## config.mk

```make
export PLATFORM = sky130hd
export DESIGN_NAME = da_fir_sequencer_flat
export DESIGN_NICKNAME = d
export VERILOG_FILES = /design/src/rtl/da_fir_sequencer_if.sv /design/src/rtl/da_fir_sequencer.sv /design/src/flat_wrapper.sv
export SDC_FILE = /design/constraint.sdc
export NUM_CORES = 1
export LEC_CHECK = 0
export BUFFER_PORTS_ARGS = -buffer_cell sky130_fd_sc_hd__buf_2
export CORE_MARGIN = 8
export CORE_UTILIZATION = 55
export DETAILED_ROUTE_END_ITERATION = 10
export GPL_ROUTABILITY_DRIVEN = 0
export PLACE_DENSITY_LB_ADDON = 0.05
export RECOVER_POWER = 100
export SYNTH_ARGS = -nofsm -noshare
export SYNTH_HDL_FRONTEND = slang
export SYNTH_SLANG_ARGS = --single-unit
export TNS_END_PERCENT = 10
```

## constraint.sdc

```tcl
create_clock -name clk -period 9.2 [get_ports clk]
set_clock_uncertainty 0.1 [all_clocks]
set_input_delay 0.46 -clock clk [delete_from_list [all_inputs] [get_ports clk]]
set_output_delay 0.46 -clock clk [all_outputs]
set_load 0.02 [all_outputs]
```

## src/rtl/da_fir_sequencer_if.sv

```systemverilog
// Handshake bundle for da_fir_sequencer: sample input, result output and
// coefficient write port.
interface da_fir_sequencer_if #(
   parameter int DW    = 8,
   parameter int CW    = 8,
   parameter int OUT_W = DW + CW + 2
);
   logic             in_valid;
   logic             in_ready;
   logic [DW-1:0]    in_data;
   logic             out_valid;
   logic             out_ready;
   logic [OUT_W-1:0] out_data;
   logic             cfg_we;
   logic             cfg_ready;
   logic [1:0]       cfg_addr;
   logic [CW-1:0]    cfg_data;

   modport master (
      output in_valid, in_data, out_ready, cfg_we, cfg_addr, cfg_data,
      input  in_ready, out_valid, out_data, cfg_ready
   );

   modport slave (
      input  in_valid, in_data, out_ready, cfg_we, cfg_addr, cfg_data,
      output in_ready, out_valid, out_data, cfg_ready
   );
endinterface

```

## src/rtl/da_fir_sequencer.sv

```systemverilog
// Bit-serial distributed-arithmetic 4-tap FIR with sequential LUT rebuild.
// Optional output clamp enabled by defining DA_FIR_SAT_EN (default: wrap).
//
// state | meaning
// IDLE  | waiting for a sample or a coefficient write (write wins)
// BUILD | rewriting LUT entries 0..15, one per cycle
// RUN   | one bit-plane per cycle, sign plane last
// OUT   | result held until out_ready; may take the next sample same cycle
module da_fir_sequencer #(
   parameter int DW    = 8,
   parameter int CW    = 8,
   parameter int OUT_W = DW + CW + 2
) (
   input logic               clk,
   input logic               rst,
   da_fir_sequencer_if.slave bus
);
   localparam int AW    = DW + CW + 2;
   localparam int LW    = CW + 2;
   localparam int EW    = (AW > OUT_W) ? AW : OUT_W;
   localparam int CNT_W = $clog2((DW > 16) ? DW : 16);
   localparam int BW    = (DW > 1) ? $clog2(DW) : 1;

   typedef enum logic [1:0] {IDLE, BUILD, RUN, OUT} state_t;
   state_t state, state_nxt;

   logic                    rdy_q;
   logic [CNT_W-1:0]        cnt;
   logic signed [DW-1:0]    x    [4];
   logic signed [CW-1:0]    coef [4];
   logic signed [LW-1:0]    lut  [16];
   logic signed [AW-1:0]    acc;
   logic [OUT_W-1:0]        out_q;

   logic                    in_hs, cfg_hs;
   logic [BW-1:0]           bit_idx;
   logic [3:0]              lut_addr, build_idx;
   logic signed [LW-1:0]    build_val;
   logic signed [AW-1:0]    term, acc_nxt;
   logic signed [EW-1:0]    acc_ext;
   logic [OUT_W-1:0]        res;

   assign in_hs        = bus.in_valid & bus.in_ready;
   assign cfg_hs       = bus.cfg_we & bus.cfg_ready;
   assign bus.out_data = out_q;

   always_ff @(posedge clk or posedge rst) begin
      if (rst) state <= IDLE;
      else     state <= state_nxt;
   end

   always_comb begin
      state_nxt     = state;
      bus.in_ready  = 1'b0;
      bus.cfg_ready = 1'b0;
      bus.out_valid = 1'b0;
      case (state)
         IDLE: begin
            bus.cfg_ready = rdy_q;
            bus.in_ready  = rdy_q & ~bus.cfg_we;
            if (rdy_q && bus.cfg_we)        state_nxt = BUILD;
            else if (rdy_q && bus.in_valid) state_nxt = RUN;
         end
         BUILD: if (cnt == '0) state_nxt = IDLE;
         RUN:   if (cnt == '0) state_nxt = OUT;
         OUT: begin
            bus.out_valid = 1'b1;
            bus.in_ready  = bus.out_ready;
            if (bus.out_ready) state_nxt = bus.in_valid ? RUN : IDLE;
         end
         default: state_nxt = IDLE;
      endcase
   end

   // cnt counts down in both BUILD and RUN; the index it stands for is derived here.
   assign bit_idx   = BW'(DW - 1) - BW'(cnt);
   assign build_idx = 4'(CNT_W'(15) - cnt);
   assign lut_addr  = {x[3][bit_idx], x[2][bit_idx], x[1][bit_idx], x[0][bit_idx]};
   assign build_val = (build_idx[0] ? LW'(coef[0]) : {LW{1'b0}})
                    + (build_idx[1] ? LW'(coef[1]) : {LW{1'b0}})
                    + (build_idx[2] ? LW'(coef[2]) : {LW{1'b0}})
                    + (build_idx[3] ? LW'(coef[3]) : {LW{1'b0}});
   assign term      = AW'(lut[lut_addr]) <<< bit_idx;
   assign acc_nxt   = (bit_idx == BW'(DW - 1)) ? acc - term : acc + term;
   assign acc_ext   = EW'(acc_nxt);

`ifdef DA_FIR_SAT_EN
   logic signed [EW-1:0] sat_max, sat_min;
   assign sat_max = EW'({1'b0, {(OUT_W-1){1'b1}}});
   assign sat_min = ~sat_max;
   always_comb begin
      res = acc_ext[OUT_W-1:0];
      if (acc_ext > sat_max)      res = sat_max[OUT_W-1:0];
      else if (acc_ext < sat_min) res = sat_min[OUT_W-1:0];
   end
`else
   assign res = acc_ext[OUT_W-1:0];
`endif

   always_ff @(posedge clk or posedge rst) begin
      if (rst) begin
         rdy_q <= 1'b0;
         cnt   <= '0;
         acc   <= '0;
         out_q <= '0;
         for (int k = 0; k < 4; k++) begin
            x[k]    <= '0;
            coef[k] <= CW'(1);
         end
         for (int i = 0; i < 16; i++) lut[i] <= LW'($countones(i));
      end else begin
         rdy_q <= 1'b1;
         if (in_hs) begin
            x[3] <= x[2];
            x[2] <= x[1];
            x[1] <= x[0];
            x[0] <= bus.in_data;
         end
         case (state)
            IDLE: begin
               if (cfg_hs) begin
                  coef[bus.cfg_addr] <= bus.cfg_data;
                  cnt                <= CNT_W'(15);
               end else if (in_hs) begin
                  cnt <= CNT_W'(DW - 1);
                  acc <= '0;
               end
            end
            BUILD: begin
               lut[build_idx] <= build_val;
               cnt            <= cnt - CNT_W'(1);
            end
            RUN: begin
               acc <= acc_nxt;
               cnt <= cnt - CNT_W'(1);
               if (cnt == '0) out_q <= res;
            end
            OUT: begin
               if (in_hs) begin
                  cnt <= CNT_W'(DW - 1);
                  acc <= '0;
               end
            end
            default: ;
         endcase
      end
   end
endmodule

```

## src/flat_wrapper.sv

```systemverilog
// flat-port wrapper written by rule: the top's interface ports become plain ports
module da_fir_sequencer_flat 
#(
   parameter int DW    = 8,
   parameter int CW    = 8,
   parameter int OUT_W = DW + CW + 2
)
  (clk, rst, bus_in_valid, bus_in_data, bus_out_ready, bus_cfg_we, bus_cfg_addr, bus_cfg_data, bus_in_ready, bus_out_valid, bus_out_data, bus_cfg_ready);
  da_fir_sequencer_if #(.DW(DW), .CW(CW), .OUT_W(OUT_W)) bus_i ();
  input logic clk;
  input logic rst;
  input wire logic [$bits(bus_i.in_valid)-1:0] bus_in_valid;
  input wire logic [$bits(bus_i.in_data)-1:0] bus_in_data;
  input wire logic [$bits(bus_i.out_ready)-1:0] bus_out_ready;
  input wire logic [$bits(bus_i.cfg_we)-1:0] bus_cfg_we;
  input wire logic [$bits(bus_i.cfg_addr)-1:0] bus_cfg_addr;
  input wire logic [$bits(bus_i.cfg_data)-1:0] bus_cfg_data;
  output wire logic [$bits(bus_i.in_ready)-1:0] bus_in_ready;
  output wire logic [$bits(bus_i.out_valid)-1:0] bus_out_valid;
  output wire logic [$bits(bus_i.out_data)-1:0] bus_out_data;
  output wire logic [$bits(bus_i.cfg_ready)-1:0] bus_cfg_ready;
  assign bus_i.in_valid = bus_in_valid;
  assign bus_i.in_data = bus_in_data;
  assign bus_i.out_ready = bus_out_ready;
  assign bus_i.cfg_we = bus_cfg_we;
  assign bus_i.cfg_addr = bus_cfg_addr;
  assign bus_i.cfg_data = bus_cfg_data;
  assign bus_in_ready = bus_i.in_ready;
  assign bus_out_valid = bus_i.out_valid;
  assign bus_out_data = bus_i.out_data;
  assign bus_cfg_ready = bus_i.cfg_ready;
  da_fir_sequencer #(.DW(DW), .CW(CW), .OUT_W(OUT_W)) u_core (.clk(clk), .rst(rst), .bus(bus_i));
endmodule
```

Yosys cells after proc, flatten, opt, wreduce, memory -nomap -nowiden
Cells that the tools add are included.

word-level totals
  bits in registers = 267
  output and inout bits = 21

cells by class
  $add $sub $neg = 8
  order comparisons = 6
  equality and inequality tests = 9
  shift operators = 1
  multiplexer cells = 38
  bitwise logic cells = 7
  reduce and logical (&&, ||, !) cells = 12

operators by type and width
  operator            count
  $bwmux 160          1
  $mux 10             7
  $mux 18             3
  $pmux 18 s3         1
  $bmux 10 s4         1
  $demux 10 s4        1
  $bwmux 32           1
  $add 10x10->10      3
  $add 18x18->18      1
  $sshl 10x3->18      1
  $sub 18x18->18      1
  $demux 8 s2         1
  $bmux 1 s3          4
  $mux 2              6
  $pmux 4 s3          1
  $ge 5x5->1 const B  2
  $not 4->5           2
  $mux 4              2
  $mux 8              1
  $pmux 2 s4          1
  $mux 1              6
  $reduce_and 2->1    3
  $lt 5x1->1 const B  1
  $eq 2x2->1 const B  2
  21 further kinds    28

Depth between registers and ports, before layout
Gate-level depths: netlist (run 1).

  depth in word-level cells = 11
  mapped depth = 29
  mapped depth without buffers = 25

Least setup slack after synthesis (run 1)
OpenSTA, ideal clock, no wires.

  path kind = reg2reg
  start = register u_core.cnt[0]
  end = register u_core.acc[17]
  data arrival time = 6.166 ns
  data required time = 9.020 ns
  path slack = 2.853 ns
  cell stages (with the launch flop) = 28
  clock period less this slack = 6.347 ns
  cells stage by stage = dfrtp_1 buf_6 buf_6 mux2i_1 a22o_1 nor2_2 buf_2 buf_4 mux4_2 mux2i_1 o211ai_1 a21oi_2 or2_2 ha_1 xor2_1 a21oi_1 ha_1 o21ai_0 a21boi_0 o21ai_0 a211oi_1 o31a_1 a41oi_1 a211o_1 and3_1 a221o_1 or4_1 o211ai_2

between the ends
  longest elaborated chain between the ends = 11

RTL lines
  what                                                     line                     source
  from (decl)                                              da_fir_sequencer.sv:28   logic [CNT_W-1:0] cnt;
  from (signal assigned)                                   da_fir_sequencer.sv:125  cnt <= CNT_W'(DW - 1);
  from (signal assigned)                                   da_fir_sequencer.sv:131  cnt <= cnt - CNT_W'(1);
  from (signal assigned)                                   da_fir_sequencer.sv:135  cnt <= cnt - CNT_W'(1);
  $sub 3x3->3 *                                            da_fir_sequencer.sv:76   assign bit_idx = BW'(DW - 1) - BW'(cnt);
  $bmux 1 s3                                               da_fir_sequencer.sv:78   assign lut_addr = {x[3][bit_idx], x[2][bit_idx], x[1][bit_idx], x[0][bit_idx]};
  $mux 1 (not written as such)                             da_fir_sequencer.sv:78
  $not 4->5 (not written as such)                          da_fir_sequencer.sv:83   assign term = AW'(lut[lut_addr]) <<< bit_idx;
  $bmux 10 s4                                              da_fir_sequencer.sv:83
  $mux 10 (not written as such) (2 in a row)               da_fir_sequencer.sv:83
  $sshl 10x3->18                                           da_fir_sequencer.sv:83
  $add 18x18->18 / $sub 18x18->18 (equally long branches)  da_fir_sequencer.sv:84   assign acc_nxt = (bit_idx == BW'(DW - 1)) ? acc - term : acc + term;
  $mux 18 *                                                da_fir_sequencer.sv:84
  $pmux 18 s3 *                                            da_fir_sequencer.sv:119  case (state)
  to (signal assigned)                                     da_fir_sequencer.sv:134  acc <= acc_nxt;
  to (decl)                                                da_fir_sequencer.sv:32   logic signed [AW-1:0] acc;

Every way passes the cells marked *; elsewhere a longest branch is shown, timed or not. The select of a mux whose other input is x is not followed.
A chain may end at the register's enable or synchronous reset.

Worst setup path in the final report (run 1)
  start = register u_core.cnt[1]
  end = register u_core.acc[17]

The elaborated chain is that of the path after synthesis.

==> metrics.txt, run 1 <==
Min-Delay Path Class=input port to register; synth warn=0; XOR/XNOR Fraction of Synth Area=2.19%; DRC errors left=0; compound-gate portion of the synthesized area=13.3%; Clock Pin Slew Worst Setup and Hold Paths=0.06 ns; Worst Path Max Fanout=25; CP Launch Type=register; final WL=35,300 um; endpoints failing hold=0; max-slew violations=305; failing checks=max-capacitance violations, max-slew violations; root buffer cell=clkbuf_16; top post-synthesis cells by area=dfrtp_1 42%, mux2_2 9.0%, o21ai_0 6.2%; die width=178 um; drt pass-1 iters=5; synth unique cells=77; Hold-fix buffers, CTS=1; chip height=178 um; pin count of the biggest net entering global routing=156; setup violators final=0; top-count cell post-synth=dfrtp_1; dominant cell type by area after synthesis=dfrtp_1; setup TNS=0 ns; Worst-Margin Slew=4.89 ns; clock insertion delay at the later pin of the skew report=0.57 ns; HPWL after DPL=24,000 um; Tcrit/Tclk final=87.6%; area fraction of the dominant cell type after synthesis=42.4%; Seq/Total Area, Yosys=46.6%; Final #Nets=1,443; Max Buffers Root-to-Sink=3; Ports=44; htree depth=1; TritonCTS clock tree=yes; Post-synth EDFFs=0; Wirelength per Cell=20.5 um; fmax=0.124 GHz; Final ANT Viol Nets=0; Synth Register Bits=267; Resized cells post-CTS=0; initial antenna violation count=0; vias=10,200; DIE AREA=31,600 um2; Cell Rows=59; min cycle time layout=8.06 ns; kind of critical path=register to register; Ant. Diodes=0; starting density of the core=55.5%; port bufs=43; Setup Fix Bufs, Post-CTS=0; Worst EP arrival=8.44 ns; Post-synth ARST share=100%; vias in the first global route=10,500; Register Area=6710 um2; multi-input logic area=7200 um2; Synth Flop Type=dfrtp_1; CORE AREA=25,900 um2; FILL cells=2,209; Area Overhead vs Synth=9.29%; worst rel slew slack=-228%; max cap viols=3; mux contribution to synthesized area=17.4%; Post-Syn Instances=1,344; layout cells sized above 1=19.6%; Sink Count=267; DRT iter0 DRCs=703; CP required=9.58 ns; first-pass GRT wire length=57,600 um; status=complete, but fails checks; RSZ-0062 raised after global routing=no; top cells by count, synth=244 x dfrtp_1, 229 x nand2_1, 179 x o21ai_0; Cell Area, Synth=14,400 um2; grt total ovfl=0; Simple-Gate Fraction of Synth Area=11.5%; Setup crit end kind=register; Vias/cell=5.92; largest family of logic cells by synthesized area=multiplexers; syn avg cell area=10.7 um2; Post-Syn Nets=1,421; total CTS buffers=29; total track usage=23.0%; adder-cell share of the synthesized area=5.63%
[per-stage QoR]
stage | setup slack (ns) | utilization, % | std cells | cell area [um2] | hold slack (ns)
2_1_floorplan | 1.32 | - | 1344 | 14400 | 0.342
3_3_place_gp | 1.52 | 57.3 | 1669 | 14900 | 0.355
3_5_place_dp | 1.33 | 57.3 | 1669 | 14900 | 0.362
4_1_cts | 1.30 | 61.0 | 1724 | 15800 | 0.00261
5_1_grt | 0.380 | 60.7 | 1724 | 15700 | 0.00965
6_report | 1.14 | 60.7 | 1724 | 15700 | 0.0227
[worst paths after layout]
check	to	slack, ns	cells after the start	startpoint
setup / recovery	u_core.acc[17]	1.14	22	u_core.cnt[1]
hold / removal	u_core.x[25]	0.02	2	bus_in_data[1]
setup reg to reg	u_core.acc[17]	1.14	22	u_core.cnt[1]
hold reg to reg	u_core.lut[103]	0.37	2	u_core.lut[103]
max in group asynchronous	u_core.acc[4]	1.82	4	rst
min in group asynchronous	u_core.coef[27]	1.88	3	rst
[layout make-up]
cell class                      count  share of cell area (%)
Multi-Input combinational cell    966                    45.8
Sequential cell                   267                    42.7
Clock buffer                       37                    5.19
Tap cell                          335                    2.66
Timing Repair Buffer               59                    1.82
Inverter                           43                    1.03
Clock inverter                     17                   0.859
[cells in the final DEF, fill, tap and decap left out, drive strengths merged, types with 4 or more instances in the layout]
| master | synthesis | routed |
|---|---|---|
| a21oi | 35 | 35 |
| ha | 36 | 36 |
| clkinv | 2 | 16 |
| a21o | 6 | 6 |
| dfrtp | 244 | 244 |
| nand2b | 6 | 6 |
| o221ai | 5 | 5 |
| fa | 18 | 18 |
| a211oi | 7 | 7 |
| nor3 | 14 | 14 |
| and3 | 6 | 6 |
| nand3 | 36 | 36 |
| and2 | 7 | 7 |
| dfstp | 23 | 23 |
| nand4 | 6 | 6 |
| nor2 | 40 | 40 |
| mux4 | 32 | 32 |
| clkbuf | 50 | 65 |
| o211ai | 11 | 11 |
| a41oi | 4 | 4 |
| mux2i | 39 | 39 |
| o21bai | 5 | 5 |
| buf | 18 | 30 |
| nand2 | 230 | 230 |
| xnor2 | 26 | 26 |
| o31ai | 6 | 6 |
| a22oi | 9 | 9 |
| a22o | 10 | 10 |
| xor2 | 10 | 10 |
| inv | 41 | 41 |
| o21ai | 181 | 181 |
| mux2 | 117 | 117 |
| o22ai | 10 | 10 |
| nor2b | 19 | 19 |
[per-layer routing]
metal | track usage, % | part of all wire (%) | up-vias
li1 | - | - | 4823
met1 | 31.0 | 45 | 5073
met2 | 37.9 | 47 | 257
met3 | 3.47 | 5.0 | 58
met4 | 6.95 | 2.6 | 0
met5 | 0 | 0 | -
[logic make-up after synthesis]
kind of cell	Yosys count
xor+xnor	36
fa+ha+maj	54
flops	267
other cells	1
mux	188
simple gates	376
compound gates	311
buf+inv	111
[worst max-delay path, stage by stage, from the launching register on]
cell      delay [ns]
dfrtp_1         0.89
nor2_1          0.42
a22oi_1         0.65
nand2_1         0.68
mux2i_1         0.71
o211ai_1        0.26
a21oi_1         0.34
or2_2           0.19
ha_1            0.20
xor2_1          0.15
a21oi_1         0.10
ha_1            0.34
o21ai_0         0.11
a21boi_0        0.23
o21ai_0         0.17
a211oi_1        0.48
o31a_1          0.24
a41oi_1         0.15
a211o_1         0.36
and3_1          0.23
a221o_1         0.38
or4_1           0.47
o211ai_1        0.10
[flip-flops by register name, indices dropped and copies added, names as in the netlist]
| name | flops |
|---|---|
| u_core.acc | 18 |
| u_core.state | 2 |
| u_core.x | 32 |
| u_core.bus.out_data | 18 |
| u_core.lut | 160 |
| u_core.rdy_q | 1 |
| u_core.cnt | 4 |
| u_core.coef | 32 |
Power of run 1 is left out: the tool's default activity adds up to more than one toggle a clock period on the data nets, which glitch-free logic cannot reach.
==> run 2: changes to the inputs <==
Settings changed: ABC_CLOCK_PERIOD_IN_PS set to 10200.
Clock period 9.2 ns to 10.2 ns, I/O delays scaled along.
==> metrics.txt, run 2 (synthesis results as in run 1) <==
status=complete, but fails checks; failing checks=max-capacitance violations, max-slew violations; Register Area=6710 um2 (unchanged); endpoints failing hold=0 (unchanged); DIE AREA=31,600 um2 (unchanged); min cycle time layout=8.44 ns (+0.374 ns); setup violators final=0 (unchanged); Worst-Margin Slew=4.70 ns (-0.191 ns); fmax=0.119 GHz (-4.4%); WHS=0.0775 ns (+0.0548 ns); max cap viols=5 (+2); Final #Nets=1,442 (-0.069%); Setup Fix Bufs, Post-CTS=0 (unchanged); max reg flops=160 (unchanged); clock insertion delay at the later pin of the skew report=0.56 ns (about the same); Sink Count=267 (unchanged); biggest regs=u_core.lut (160), u_core.coef (32), u_core.x (32); M2 GR Usage=35.8% (-2.1 points); Hold Path Origin=bus_in_data[2]; starting density of the core=55.5% (unchanged); Ant. Diodes=0 (unchanged); Hold Path Depth=2 (unchanged); port bufs=43 (unchanged); HPWL after DPL=23,800 um (-0.86%); CP Launch Type=register; Critical R2R Capture=u_core.acc[17]; cell area after layout=15,700 um2 (-0.32%); Hold Path Sink=u_core.x[26]; total CTS buffers=28 (-3.4%); Cell Rows=59 (unchanged); multi-input logic area=7200 um2 (about the same); reg2reg path depth=24 (+9.1%); drt pass-1 iters=6 (+1); layout cells sized above 1=18.6% (-0.97 points); kind of critical path=register to register; RSZ-0062 raised after global routing=no; Final ANT Viol Nets=0 (unchanged); commonest non-fill, non-tap cells in the layout=244 x dfrtp_1, 230 x nand2_1, 179 x o21ai_0, 115 x mux2_2, 40 x inv_1; global-route met3 utilization=3.15% (-0.32 points); root buffer cell=clkbuf_16; max-slew violations=322 (+5.6%); final WL=34,500 um (-2.1%); r2r setup slk=1.76 ns (+0.63 ns); initial antenna violation count=1 (+1); Setup crit end kind=register; GRT busiest layer=met2; first-pass GRT wire length=55,600 um (-3.4%); commonest non-fill, non-tap cell in the layout=dfrtp_1; vias in the first global route=9,859 (-5.9%); Largest Register=u_core.lut; worst rel slew slack=-215% (+13 points); die width=178 um (unchanged); htree depth=1 (unchanged); TritonCTS clock tree=yes; DRT iter0 DRCs=686 (-2.4%); Area Overhead vs Synth=8.95%; Worst setup startpoint=u_core.cnt[0]; reg-to-reg startpoint=u_core.cnt[0]; Max Buffers Root-to-Sink=3 (unchanged); Ports=44 (unchanged); Wirelength per Cell=20.1 um (-1.9%); Worst Path Max Fanout=27 (+8.0%); grt total ovfl=0 (unchanged); Worst EP arrival=8.81 ns (+0.37 ns); Tcrit/Tclk final=82.7% (-4.9 points); CP required=10.57 ns (+0.99 ns); setup TNS=0 ns (unchanged); DP Area=14,800 um2 (about the same); vias=10,100 (-0.73%); pin count of the biggest net entering global routing=108 (-31%); Vias/cell=5.89 (-0.56%); DRC errors left=0 (unchanged); total track usage=22.2% (-0.76 points); FILL cells=2,192 (-0.77%); Min-Delay Path Class=input port to register; chip height=178 um (unchanged); GRT met1 Usage=31.5% (+0.57 points); Clock Pin Slew Worst Setup and Hold Paths=0.06 ns (about the same); CORE AREA=25,900 um2 (unchanged)
-- run 2: cell count changes in the layout (fill, tap and decap cells not counted), sizes merged --
cell,change
buf,-2
inv,-1
clkinv,-9
clkbuf,+9
-- run 2: how the worst max path moves through the flow --
stage | end | depth (start not counted) | slack, ns
after floorplan | u_core.acc[0] | 1 | 2.27
after global placement | u_core.acc[17] | 21 | 2.34
after detailed placement | u_core.acc[17] | 25 | 2.12
after CTS | u_core.acc[17] | 25 | 2.10
after global routing | u_core.lut[76] | 4 | 1.14
final | u_core.acc[17] | 24 | 1.76
-- run 2: area by class of cell --
type,count,share of cell area [%]
multi-input cells,966,45.9
flip-flops and latches,267,42.8
clock buffers,44,5.23
well taps,335,2.67
repair buffers,59,1.80
inverters,43,1.04
clock inverters,7,0.559
-- run 2: metal layers --
layer  up-vias  part of all wire (%)
li1       4813                     -
met1      5024                    46
met2       247                    47
met3        52                   5.1
met4         0                   2.2
met5         -                     0
-- run 2: repair_timing --
action / 4_1_cts / 5_1_grt
hold buffers: 1 / 0
gates resized for setup: 0 / 0
hold endpoints to repair: 9 / 0
-- run 2: stage by stage --
step,setup slack [ns],util [%],instances
finish,1.76,60.5,1721
detailed placement,2.12,57.3,1669
floorplan,2.27,-,1344
global route,1.14,60.5,1721
CTS,2.10,60.8,1721
global placement,2.34,57.3,1669
-- run 2: critical path, stage by stage, from the launching register on --
cell	delay, ns
dfrtp_1	0.65
buf_4	0.44
mux4_2	0.59
nand2_1	0.09
nand2_1	0.53
buf_4	0.48
mux4_2	0.46
mux2i_1	0.55
o211ai_1	0.27
a21oi_1	0.32
mux2i_1	0.26
or3_1	0.41
o21ai_0	0.08
a22oi_1	0.13
ha_1	0.38
or3_1	0.11
o21ai_0	0.10
a211oi_1	0.43
o31a_1	0.25
a41oi_1	0.16
a211o_1	0.35
and3_1	0.23
a221o_1	0.38
or4_1	0.47
o211ai_1	0.09
Power of run 2 is left out for the same reason.
